## src/rtl/mlp_pkg.sv

```systemverilog
`default_nettype none
// ============================================================================
//  Module   : mlp_pkg
//  Purpose  : Shared defaults, state encoding and output activation helper
//             for the MLP layer engine datapath.
//  Contents : MLP_* width defaults, state_t (IDLE/ACCUM), sat_relu()
//  Revision : 1.0 - initial release
// ============================================================================
package mlp_pkg;

   localparam int MLP_DATA_W    = 16;   // Q8.8 neuron / weight width
   localparam int MLP_FRAC_BITS = 8;
   localparam int MLP_ACC_W     = 44;   // 2*DATA_W + 12 guard bits
   localparam int MLP_NEURON_AW = 12;
   localparam int MLP_WEIGHT_AW = 16;

   typedef enum logic [0:0] {
      ST_IDLE  = 1'b0,
      ST_ACCUM = 1'b1
   } state_t;

   // Convert a Q.(2*FRAC) accumulator into a Q8.8 result: arithmetic shift
   // (floor toward -inf), saturate to the signed DATA_W range, optional ReLU.
   function automatic logic [MLP_DATA_W-1:0] sat_relu(
      input logic signed [MLP_ACC_W-1:0] acc,
      input int                          frac_bits,
      input logic                        relu_en
   );
      logic signed [MLP_ACC_W-1:0] sh;
      logic signed [MLP_ACC_W-1:0] hi;
      logic signed [MLP_ACC_W-1:0] lo;
      logic        [MLP_DATA_W-1:0] res;
      hi = {{(MLP_ACC_W-MLP_DATA_W+1){1'b0}}, {(MLP_DATA_W-1){1'b1}}};
      lo = {{(MLP_ACC_W-MLP_DATA_W+1){1'b1}}, {(MLP_DATA_W-1){1'b0}}};
      sh = acc >>> frac_bits;
      if (sh > hi)
         res = {1'b0, {(MLP_DATA_W-1){1'b1}}};
      else if (sh < lo)
         res = {1'b1, {(MLP_DATA_W-1){1'b0}}};
      else
         res = sh[MLP_DATA_W-1:0];
      if (relu_en && res[MLP_DATA_W-1])
         res = '0;
      return res;
   endfunction

endpackage
`default_nettype wire

```

## src/rtl/mlp_mac_pipe.sv

```systemverilog
`default_nettype none
// ============================================================================
//  Module   : mlp_mac_pipe
//  Purpose  : Pipelined signed multiply-accumulate with first/last/address
//             sideband travelling alongside each term.
//  Ports    : issue_i/first_i/last_i/addr_i  term issued this cycle
//             neuron_data_i/weight_data_i     RAM data, one cycle after issue
//             acc_o        accumulator (valid with done_o)
//             done_o       last term of a neuron has just been accumulated
//             done_addr_o  destination address of that neuron
//             busy_o       any term still in the pipe
//  Revision : 1.0 - initial release
// ============================================================================
module mlp_mac_pipe
   import mlp_pkg::*;
#(
   parameter int DATA_W    = MLP_DATA_W,
   parameter int ACC_W     = MLP_ACC_W,
   parameter int NEURON_AW = MLP_NEURON_AW
) (
   input  logic                        clk,
   input  logic                        rst,
   input  logic                        issue_i,
   input  logic                        first_i,
   input  logic                        last_i,
   input  logic        [NEURON_AW-1:0] addr_i,
   input  logic signed [DATA_W-1:0]    neuron_data_i,
   input  logic signed [DATA_W-1:0]    weight_data_i,
   output logic signed [ACC_W-1:0]     acc_o,
   output logic                        done_o,
   output logic        [NEURON_AW-1:0] done_addr_o,
   output logic                        busy_o
);

   // Stage 1: sideband aligned with RAM read data
   logic                 v1_q, first1_q, last1_q;
   logic [NEURON_AW-1:0] addr1_q;
   // Stage 2: product register
   logic                 v2_q, first2_q, last2_q;
   logic [NEURON_AW-1:0] addr2_q;
   logic signed [2*DATA_W-1:0] prod_q;
   // Stage 3: accumulator
   logic                 v3_q, last3_q;
   logic [NEURON_AW-1:0] addr3_q;
   logic signed [ACC_W-1:0] acc_q;

   logic signed [ACC_W-1:0] w_prod_ext;
   assign w_prod_ext = {{(ACC_W-2*DATA_W){prod_q[2*DATA_W-1]}}, prod_q};

   always_ff @(posedge clk or posedge rst) begin
      if (rst) begin
         v1_q     <= 1'b0;
         first1_q <= 1'b0;
         last1_q  <= 1'b0;
         addr1_q  <= '0;
         v2_q     <= 1'b0;
         first2_q <= 1'b0;
         last2_q  <= 1'b0;
         addr2_q  <= '0;
         prod_q   <= '0;
         v3_q     <= 1'b0;
         last3_q  <= 1'b0;
         addr3_q  <= '0;
         acc_q    <= '0;
      end else begin
         v1_q     <= issue_i;
         first1_q <= first_i;
         last1_q  <= last_i;
         addr1_q  <= addr_i;

         v2_q     <= v1_q;
         first2_q <= first1_q;
         last2_q  <= last1_q;
         addr2_q  <= addr1_q;
         if (v1_q)
            prod_q <= neuron_data_i * weight_data_i;

         v3_q     <= v2_q;
         last3_q  <= last2_q;
         addr3_q  <= addr2_q;
         // A first term reloads, which also discards any abandoned neuron.
         if (v2_q)
            acc_q <= first2_q ? w_prod_ext : acc_q + w_prod_ext;
      end
   end

   assign acc_o       = acc_q;
   assign done_o      = v3_q & last3_q;
   assign done_addr_o = addr3_q;
   assign busy_o      = v1_q | v2_q | v3_q;

endmodule
`default_nettype wire

```

## src/rtl/neuron_datapath.sv

```systemverilog
`default_nettype none
// ============================================================================
//  Module   : neuron_datapath
//  Purpose  : Arithmetic end of the MLP layer engine. Issues terms from the
//             control_unit command stream, reads neuron/weight RAMs, runs the
//             Q8.8 MAC and writes each finished neuron back to neuron RAM.
//  Ports    : *_addr_i, reset_mult_acc_i, write_neuron_i  command stream
//             neuron_rd_*/weight_rd_*   RAM read ports (1-cycle latency)
//             neuron_wr_*               registered write-back port
//             busy_o, neurons_written_o, err_orphan_o  status
//  Revision : 1.0 - initial release
// ============================================================================
module neuron_datapath
   import mlp_pkg::*;
#(
   parameter int DATA_W    = MLP_DATA_W,
   parameter int FRAC_BITS = MLP_FRAC_BITS,
   parameter int ACC_W     = MLP_ACC_W,
   parameter int NEURON_AW = MLP_NEURON_AW,
   parameter int WEIGHT_AW = MLP_WEIGHT_AW,
   parameter bit RELU_EN   = 1'b1
) (
   input  logic                 clk,
   input  logic                 rst,
   input  logic [NEURON_AW-1:0] input_neuron_addr_i,
   input  logic [WEIGHT_AW-1:0] input_weight_addr_i,
   input  logic [NEURON_AW-1:0] output_neuron_addr_i,
   input  logic                 reset_mult_acc_i,
   input  logic                 write_neuron_i,
   output logic [NEURON_AW-1:0] neuron_rd_addr_o,
   input  logic [DATA_W-1:0]    neuron_rd_data_i,
   output logic [WEIGHT_AW-1:0] weight_rd_addr_o,
   input  logic [DATA_W-1:0]    weight_rd_data_i,
   output logic                 neuron_wr_en_o,
   output logic [NEURON_AW-1:0] neuron_wr_addr_o,
   output logic [DATA_W-1:0]    neuron_wr_data_o,
   output logic                 busy_o,
   output logic [NEURON_AW-1:0] neurons_written_o,
   output logic                 err_orphan_o
);

   state_t state_q, state_d;
   logic   w_issue, w_first, w_last, w_orphan;

   logic signed [ACC_W-1:0] w_acc;
   logic                    w_done;
   logic [NEURON_AW-1:0]    w_done_addr;
   logic                    w_pipe_busy;

   logic                 wr_en_q;
   logic [NEURON_AW-1:0] wr_addr_q;
   logic [DATA_W-1:0]    wr_data_q;
   logic [NEURON_AW-1:0] count_q;
   logic                 err_q;

   assign neuron_rd_addr_o = input_neuron_addr_i;
   assign weight_rd_addr_o = input_weight_addr_i;

   // ---------------- FSM: state register ----------------
   always_ff @(posedge clk or posedge rst) begin
      if (rst)
         state_q <= ST_IDLE;
      else
         state_q <= state_d;
   end

   // ---------------- FSM: next state ----------------
   always_comb begin
      state_d = state_q;
      if (w_issue)
         state_d = write_neuron_i ? ST_IDLE : ST_ACCUM;
   end

   // ---------------- FSM: outputs ----------------
   always_comb begin
      w_issue  = (state_q == ST_ACCUM) | reset_mult_acc_i;
      w_first  = reset_mult_acc_i;
      w_last   = write_neuron_i & w_issue;
      w_orphan = (state_q == ST_IDLE) & write_neuron_i & ~reset_mult_acc_i;
   end

   mlp_mac_pipe #(
      .DATA_W    (DATA_W),
      .ACC_W     (ACC_W),
      .NEURON_AW (NEURON_AW)
   ) u_mac (
      .clk           (clk),
      .rst           (rst),
      .issue_i       (w_issue),
      .first_i       (w_first),
      .last_i        (w_last),
      .addr_i        (output_neuron_addr_i),
      .neuron_data_i (neuron_rd_data_i),
      .weight_data_i (weight_rd_data_i),
      .acc_o         (w_acc),
      .done_o        (w_done),
      .done_addr_o   (w_done_addr),
      .busy_o        (w_pipe_busy)
   );

   // Write-back register and status counters
   always_ff @(posedge clk or posedge rst) begin
      if (rst) begin
         wr_en_q   <= 1'b0;
         wr_addr_q <= '0;
         wr_data_q <= '0;
         count_q   <= '0;
         err_q     <= 1'b0;
      end else begin
         wr_en_q <= w_done;
         if (w_done) begin
            wr_addr_q <= w_done_addr;
            wr_data_q <= sat_relu(w_acc, FRAC_BITS, RELU_EN);
            count_q   <= count_q + 1'b1;
         end
         if (w_orphan)
            err_q <= 1'b1;
      end
   end

   assign neuron_wr_en_o    = wr_en_q;
   assign neuron_wr_addr_o  = wr_addr_q;
   assign neuron_wr_data_o  = wr_data_q;
   assign neurons_written_o = count_q;
   assign err_orphan_o      = err_q;
   // Includes the strobe cycle so busy drops the cycle after the last write.
   assign busy_o = (state_q == ST_ACCUM) | w_pipe_busy | wr_en_q;

endmodule
`default_nettype wire

```

## config.mk

```make
export PLATFORM = sky130hd
export DESIGN_NAME = neuron_datapath
export DESIGN_NICKNAME = d
export VERILOG_FILES = /design/src/rtl/mlp_pkg.sv /design/src/rtl/mlp_mac_pipe.sv /design/src/rtl/neuron_datapath.sv
export SDC_FILE = /design/constraint.sdc
export NUM_CORES = 1
export LEC_CHECK = 0
export CORE_ASPECT_RATIO = 1.1
export CORE_UTILIZATION = 61
export DETAILED_ROUTE_END_ITERATION = 8
export PLACE_DENSITY = 0.83
export SYNTH_ARGS = -nofsm -noshare
export SYNTH_HDL_FRONTEND = slang
export SYNTH_SLANG_ARGS = --single-unit
```

## constraint.sdc

```tcl
create_clock -name clk -period 6.29 [get_ports clk]
set_clock_uncertainty 0.2 [all_clocks]
set_input_delay 1.258 -clock clk [delete_from_list [all_inputs] [get_ports clk]]
set_output_delay 1.258 -clock clk [all_outputs]
set_load 0.1 [all_outputs]
```

# After elaboration in Yosys (flattened, before gate mapping)
# Index checks and enable logic that the tools add are counted.
# totals
input_bits	76
ff_bits	163
wordCells	41
# op_classes
addsub	2
magnitude_cmp	2
n_mul	1
mux	6
bitwise	11
# op_table
cell	count
2-to-1 mux 16 bit	3
adder 44 x 32 -> 44 bit	1
2-to-1 mux 44 bit	1
greater-than comparator 36 x 16 -> 1 bit, second input constant	1
less-than comparator 36 x 16 -> 1 bit, second input constant	1
multiplier 16 x 16 -> 32 bit	1
2-to-1 mux 15 bit	1
adder 12 x 1 -> 12 bit, second input constant	1
OR 1 bit	5
bitwise AND 1 bit	4
inverter 1 bit	2
2-to-1 mux 1 bit	1

# Depth between registers and ports, before layout
# Gate-level depths: netlist of the first run.
# depth
word_depth	5
depth_mapped	26

# Modules after synthesis
# From an unflattened synthesis of the first run, not the netlist that was laid out.
# unflattened
hier_cells	1928
hier_area_um2	18345.1
# modules_own_cells
module	area_each_um2	seq_area_each_um2	n_inst	cells_per_inst
mlp_mac_pipe	16356.9	3002.9	1	1744
neuron_datapath	1988.2	1051.0	1	184

# Worst setup path after synthesis of the first run
# No wires, ideal clock.
# synth_path
path_kind	input to register
startpoint	in neuron_rd_data_i[15]
endpoint	reg u_mac.prod_q[30]
arrival_time_ps	7245
slack_ps	-1279
cell_stages	22
required_ps	5965
path_buffers	1
path_cell_list	clkbuf_1 -> nand2_1 -> fa_1 -> inv_1 -> fa_1 -> fa_1 -> fa_1 -> fa_1 -> inv_1 -> fa_1 -> inv_1 -> ha_1 -> a21o_1 -> a21o_1 -> a311o_1 -> o21ai_0 -> a311oi_1 -> o21a_1 -> o21ai_0 -> a21boi_0 -> xor2_1 -> mux2_2
# synth_via
elab_chain_cells	1
# synth_rtl
item	line_no	text
start: declaration	neuron_datapath.sv:31	input logic [DATA_W-1:0] neuron_rd_data_i,
multiplier 16 x 16 -> 32 bit	mlp_mac_pipe.sv:76	prod_q <= neuron_data_i * weight_data_i;
end signal: assignment	mlp_mac_pipe.sv:76	
end: declaration	mlp_mac_pipe.sv:41	logic signed [2*DATA_W-1:0] prod_q;
# No other way between the ends.
# A chain may end at the register's enable or synchronous reset.

# Worst setup path after layout of the first run
# layout_path
startpoint	in weight_rd_data_i[5]
endpoint	reg u_mac.prod_q[24]
# layout_via
elab_chain_cells	1
# layout_rtl
item	line_no	text
start: declaration	neuron_datapath.sv:33	input logic [DATA_W-1:0] weight_rd_data_i,
multiplier 16 x 16 -> 32 bit	mlp_mac_pipe.sv:76	
# No other way between the ends.

==> flow_metrics.tcl, run 1 <==
set metrics [dict create \
    outcome "finished, violations left" \
    violations "negative setup slack" \
    hp-class "flip-flop to flip-flop" \
    floorplan.io_pins 147 \
    worst_setup_path_start_kind "input port" \
    r2r_setup_slack_ns 2.74 \
    dominant_combinational_cell_family_by_area_after_synthesis "adder cells" \
    cts_max_path_buffers 2 \
    ff2ff_path_depth 13 \
    site_row_count 66 \
    slew_violations 0 \
    synth.area.mux_share 0.0279 \
    hold_path_end "u_mac.done_addr_o[9]$_DFF_PP0_" \
    antenna_found_initial 0 \
    fp.dieArea_sq_mm 0.0308 \
    antenna-diode-count 0 \
    highest-signal-layer "met4" \
    initial_core_util 0.622 \
    yosys_register_bits 162 \
    synth-warning-count 0 \
    worst_ep_arrival_time_ns 7.12 \
    rsz0062_at_grt "yes" \
    top_ff_cell_synth "dfrtp_1" \
    clk_transition_reported_paths_ns 0.07 \
    firstDrtPassIters 7 \
    post_synth_inst_count 1938 \
    floorplan.die.width_um 168 \
    synth_area_in_compound_gates 0.107 \
    fill_cells 1837 \
    cell_area_after_technology_mapping_sq_mm 0.0184 \
    synth-seq-area-share 0.221 \
    drc 0 \
    synth_simple_gate_area_share 0.136 \
    reg2reg_from "u_mac.prod_q[0]$_DFFE_PP0P_" \
    drt-total-wl_um 47100 \
    final_critical_path_required_period_ns 6.99 \
    first_global_vias 15400 \
    numCtsBuffers 17 \
    syn_avg_cell_area_sq_um 9.49 \
    post_drt_via_cell_ratio 5.66 \
    clock.fmax_mhz 143 \
    maximum_number_of_pins_on_one_net_before_global_route_repair 123 \
    tightest_slew_ns 1.04 \
    post_synth_xor_area_fraction 0.0357 \
    grt_usage 0.304 \
    setup_viol 17 \
    synth_enable_flop_cells 0 \
    tritoncts "done" \
    worst_hold_path.num_cells 0 \
    core_sq_mm 0.0296 \
    critical_path_class "input port to flip-flop" \
    placement.io_buffers 89 \
    place.detailed.instances 2495 \
    routedLengthMet1_um 18200 \
    crit-reg2reg-capture "u_mac.acc_o[32]$_DFFE_PP0P_" \
    layout_setup_ws_ns -0.702 \
    slew_headroom 0.310 \
    clkSinkCount 162 \
    synthesized_netlist_net_count 2403 \
    via_count 14600 \
    worst_hold_startpoint "u_mac.addr2_q[9]$_DFF_PP0_" \
    instances_no_fill 2586 \
    grt.overflow.total 0 \
    max_cap_violation_count 0 \
    fin_nets 2664 \
    synth_adder_area_share 0.372 \
    routed_met2_length_um 24100 \
    htreeDepth 4 \
    areaGrowthSynthToFinish_pct 22.3 \
    cts.hold.buffers_added 0 \
    first_iter_violations 923 \
    dieHeight_um 184 \
    grt_pass1_wl_um 74100 \
    ys_async_sr_fraction 1.00 \
    layout_common_cells "308 x inv_1, 238 x fa_1, 197 x buf_4, 160 x dfrtp_1, 153 x nand2_1" \
    postRouteAntennaNets 0 \
    clock_tree.root_cell "clkbuf_16" \
    critical_path_endpoint_category "flip-flop" \
    leading_cell_type_in_the_layout_fill_and_taps_excluded "inv_1" \
    crit_fanout 8 \
    worst-endpoint-required_ns 6.42 \
    globalplace.congestion 0.891 \
    wire_per_inst_um 18.2 \
    routed_length_on_met3_um 2590 \
    final_hold_viol_count 0 \
    synth_cell_types 66 \
    clock_latency_on_the_worst_skew_pair_ns 0.44 \
    timing.final.crit_share 1.11 \
    layout-drive-gt1-share 0.237 \
    dp_hpwl_um 33800 \
]
==> per-layer routing <==
| metal | vias up | global-route usage |
|---|---|---|
| met1 | 7234 | 0.358 |
| met2 | 625 | 0.550 |
| li1 | 6611 | - |
| met3 | 177 | 0.0405 |
| met4 | 0 | 0.141 |
| met5 | - | 0 |
==> worst max-delay path by stage <==
stage / from / end / slack [ns] / cells past startpoint
after floorplan: weight_rd_data_i[6] / u_mac.prod_q[30]$_DFFE_PP0P_ / -0.61 / 22
after global placement: neuron_rd_data_i[5] / u_mac.prod_q[30]$_DFFE_PP0P_ / -1.47 / 22
after detailed placement: neuron_rd_data_i[5] / u_mac.prod_q[28]$_DFFE_PP0P_ / -1.51 / 22
after CTS: weight_rd_data_i[4] / u_mac.prod_q[28]$_DFFE_PP0P_ / -0.55 / 24
after global routing: weight_rd_data_i[5] / u_mac.prod_q[24]$_DFFE_PP0P_ / -0.83 / 25
final: weight_rd_data_i[5] / u_mac.prod_q[24]$_DFFE_PP0P_ / -0.70 / 25
==> worst max-delay path, cell delays in order <==
cell	delay, ns
buf_4	0.13
buf_6	0.13
and2_4	0.14
fa_1	0.51
inv_2	0.04
fa_1	0.53
fa_2	0.44
fa_1	0.54
inv_2	0.04
fa_1	0.48
inv_1	0.05
fa_1	0.51
inv_2	0.05
ha_4	0.21
a21o_1	0.19
or3_4	0.39
o211ai_1	0.21
buf_4	0.18
buf_4	0.11
buf_6	0.08
buf_6	0.08
nand3b_1	0.15
a41oi_2	0.27
xnor2_1	0.12
mux2_4	0.26
==> what timing repair did <==
action,CTS,global route
gates cloned,10,1
endpoints found under the hold margin,0,0
buffers inserted,37,16
pin swaps,111,98
endpoints found under the setup margin,21,20
resized for setup,210,108
==> metrics by stage <==
stage          instance area (sq um)  setup TNS [ns]  hold WS [ns]  setup slack (ns)  utilization
2_1_floorplan                  18700           -5.63         0.131            -0.606            -
3_3_place_gp                   20900          -23.22         0.131             -1.47        0.706
3_5_place_dp                   20900          -24.10         0.135             -1.51        0.706
4_1_cts                        22200           -5.30         0.145            -0.548        0.752
5_1_grt                        22500          -10.36         0.150            -0.834        0.760
6_report                       22500           -7.60         0.143            -0.702        0.760
==> sequential cells by signal, indices dropped and copies added, names as in the netlist, 12 cells and up <==
name               count
u_mac.acc_o           44
neurons_written_o     12
u_mac.prod_q          32
u_mac.addr2_q         12
neuron_wr_data_o      15
u_mac.done_addr_o     12
u_mac.addr1_q         12
neuron_wr_addr_o      12
==> layout make-up <==
class | count | area, sq um | share of cell area
clock buffer | 18 | 439 | 0.0195
inverter | 353 | 1340 | 0.0595
timing repair buffer | 335 | 2890 | 0.129
clock inverter | 14 | 163 | 0.00724
multi-input combinational | 1330 | 13100 | 0.584
sequential | 162 | 4060 | 0.180
tap | 374 | 468 | 0.0208
==> Yosys cell counts (13+ instances only) <==
master	count	area [sq um]
a21o_1	50	375
a21oi_1	119	596
and2_1	125	782
buf_4	29	218
clkbuf_1	58	218
dfrtp_1	162	4050
fa_1	263	5270
ha_1	126	1580
inv_1	353	1330
mux2_2	34	383
mux2i_1	13	130
nand2_1	166	623
nand4_1	15	93.8
nor2_1	127	477
nor3_1	13	65.1
o21a_1	15	113
o21ai_0	40	200
xnor2_1	51	447
xor2_1	24	210
==> kinds of logic (layout without fill, tap and decap cells) <==
| kind of cell | after synthesis | after routing |
|---|---|---|
| flops | 162 | 162 |
| fa+ha+maj | 389 | 389 |
| xor+xnor | 75 | 75 |
| simple gates | 518 | 518 |
| other cells | 1 | 1 |
| buf+inv | 446 | 720 |
| compound gates | 300 | 300 |
| mux | 47 | 47 |
Power of run 1 is left out: the tool's default activity adds up to more than one toggle a clock period on the data nets, which glitch-free logic cannot reach.
==> run 2: changes to the inputs <==
--- a/config.mk
+++ b/config.mk
@@ -9,2 +9,3 @@
 export CORE_UTILIZATION = 61
+export CTS_CLUSTER_DIAMETER = 40
 export DETAILED_ROUTE_END_ITERATION = 8
==> constraint.sdc (replaced) <==
create_clock -name clk -period 6.29 [get_ports clk]
set_clock_uncertainty 0.2 [all_clocks]
set_input_delay 0.629 -clock clk [delete_from_list [all_inputs] [get_ports clk]]
set_output_delay 0.629 -clock clk [all_outputs]
set_load 0.1 [all_outputs]
==> flow_metrics.tcl, run 2 (synthesis results as in run 1) <==
set metrics [dict create \
    outcome "finished, violations left" \
    violations "negative setup slack" \
    post_drt_via_cell_ratio 5.65 \
    initial_core_util 0.622 \
    dp_hpwl_um 33400 \
    cts_max_path_buffers 2 \
    site_row_count 66 \
    leading_cell_type_in_the_layout_fill_and_taps_excluded "inv_1" \
    crit-reg2reg-capture "u_mac.acc_o[32]$_DFFE_PP0P_" \
    worstSetupStartpoint "neuron_rd_data_i[13]" \
    endpoint "u_mac.prod_q[30]$_DFFE_PP0P_" \
    first_global_vias 15100 \
    areaGrowthSynthToFinish_pct 19.8 \
    globalplace.congestion 0.924 \
    final_critical_path_required_period_ns 6.32 \
    tritoncts "done" \
    reg2reg_from "u_mac.prod_q[0]$_DFFE_PP0P_" \
    firstDrtPassIters 8 \
    layout_common_cells "314 x inv_1, 251 x fa_1, 178 x buf_4, 160 x nand2_1, 160 x dfrtp_1" \
    numCtsBuffers 17 \
    wire_per_inst_um 18.0 \
    drc 0 \
    clock_tree.root_cell "clkbuf_16" \
    dieHeight_um 184 \
    critical_path_class "input port to flip-flop" \
    clock.fmax_mhz 158 \
    rsz0062_at_grt "yes" \
    via_count 14400 \
    crit_fanout 7 \
    clkSinkCount 162 \
    clock_latency_on_the_worst_skew_pair_ns 0.43 \
    slew_violations 0 \
    maximum_number_of_pins_on_one_net_before_global_route_repair 107 \
    pre_cts_slack_ns -0.962 \
    htreeDepth 4 \
    final_hold_viol_count 0 \
    tightest_slew_ns 1.01 \
    floorplan.io_pins 147 \
    layout-drive-gt1-share 0.209 \
    instances_no_fill 2549 \
    grt_pass1_wl_um 72900 \
    postRouteAntennaNets 0 \
    timing.final.crit_share 1.00 \
    antenna-diode-count 0 \
    slew_headroom 0.324 \
    largest_register_ffs 44 \
    fin_nets 2627 \
    max_cap_violation_count 0 \
    core_sq_mm 0.0296 \
    first_iter_violations 1025 \
    placement.io_buffers 89 \
    ff2ff_path_depth 13 \
    setup_viol 2 \
    floorplan.die.width_um 168 \
    worst_ep_arrival_time_ns 6.44 \
    layout_setup_ws_ns -0.0283 \
    place.detailed.instances 2473 \
    grt_usage 0.295 \
    drt-total-wl_um 46000 \
    worst-endpoint-required_ns 6.41 \
    worst_setup_path_start_kind "input port" \
    critical_path_endpoint_category "flip-flop" \
    hp-class "flip-flop to flip-flop" \
    fp.dieArea_sq_mm 0.0308 \
    antenna_found_initial 0 \
    clk_transition_reported_paths_ns 0.08 \
    grt.overflow.total 0 \
    r2r_setup_slack_ns 2.85 \
]
## run 2: layer usage
metal / track usage / wire, um / vias up
met5: 0 / 0 / -
met4: 0.108 / 1840 / 0
met3: 0.0291 / 2330 / 159
met2: 0.532 / 23400 / 563
met1: 0.369 / 18400 / 7143
li1: - / - / 6544
## run 2: cell type report
class	instances	area, sq um
Clock buffer	17	425
Clock inverter	15	205
Fill cell	1922	7550
Inverter	353	1330
Multi-Input combinational cell	1330	12900
Sequential cell	162	4060
Tap cell	374	468
Timing Repair Buffer	298	2590
## run 2: repair_timing
action | in CTS | in global routing
gates resized for setup | 104 | 168
buffers inserted | 23 | 16
hold buffers | 0 | 0
gates cloned | 6 | 2
pin swaps | 32 | 105
endpoints found under the hold margin | 0 | 0
setup endpoints to repair | 15 | 11
## run 2: per-stage QoR
stage,instance area [sq um],setup TNS [ns],util,hold WS [ns]
floorplan,18600,0,-,0.131
global placement,20600,-9.87,0.698,0.131
detailed placement,20600,-11.92,0.698,0.135
CTS,21600,0,0.732,0.148
global route,22000,-0.566,0.745,0.149
finish,22000,-0.0525,0.745,0.145
## run 2: worst min path at each step
stage | start | to | slack [ns] | cells past startpoint
floorplan | u_mac.addr1_q[0]$_DFF_PP0_ | u_mac.addr2_q[0]$_DFF_PP0_ | 0.13 | 0
global placement | u_mac.addr2_q[11]$_DFF_PP0_ | u_mac.done_addr_o[11]$_DFF_PP0_ | 0.13 | 0
detailed placement | u_mac.addr1_q[3]$_DFF_PP0_ | u_mac.addr2_q[3]$_DFF_PP0_ | 0.13 | 0
CTS | u_mac.addr1_q[3]$_DFF_PP0_ | u_mac.addr2_q[3]$_DFF_PP0_ | 0.15 | 0
global route | u_mac.addr1_q[3]$_DFF_PP0_ | u_mac.addr2_q[3]$_DFF_PP0_ | 0.15 | 0
finish | u_mac.addr1_q[3]$_DFF_PP0_ | u_mac.addr2_q[3]$_DFF_PP0_ | 0.15 | 0
## run 2: worst max-delay path: stages
cell and delay, ns:
clkdlybuf4s15_2 0.28, and2_1 0.21, fa_1 0.49, inv_1 0.06
fa_1 0.49, fa_1 0.53, inv_1 0.06, fa_1 0.46
fa_1 0.55, inv_1 0.05, fa_1 0.48, inv_1 0.07
ha_4 0.26, a21o_1 0.16, a21o_1 0.18, a21o_1 0.19
o21ai_2 0.23, a311oi_4 0.15, o21a_1 0.23, o21ai_2 0.17
a21boi_2 0.08, xor2_1 0.16, mux2_4 0.26
Power of run 2 is left out for the same reason.
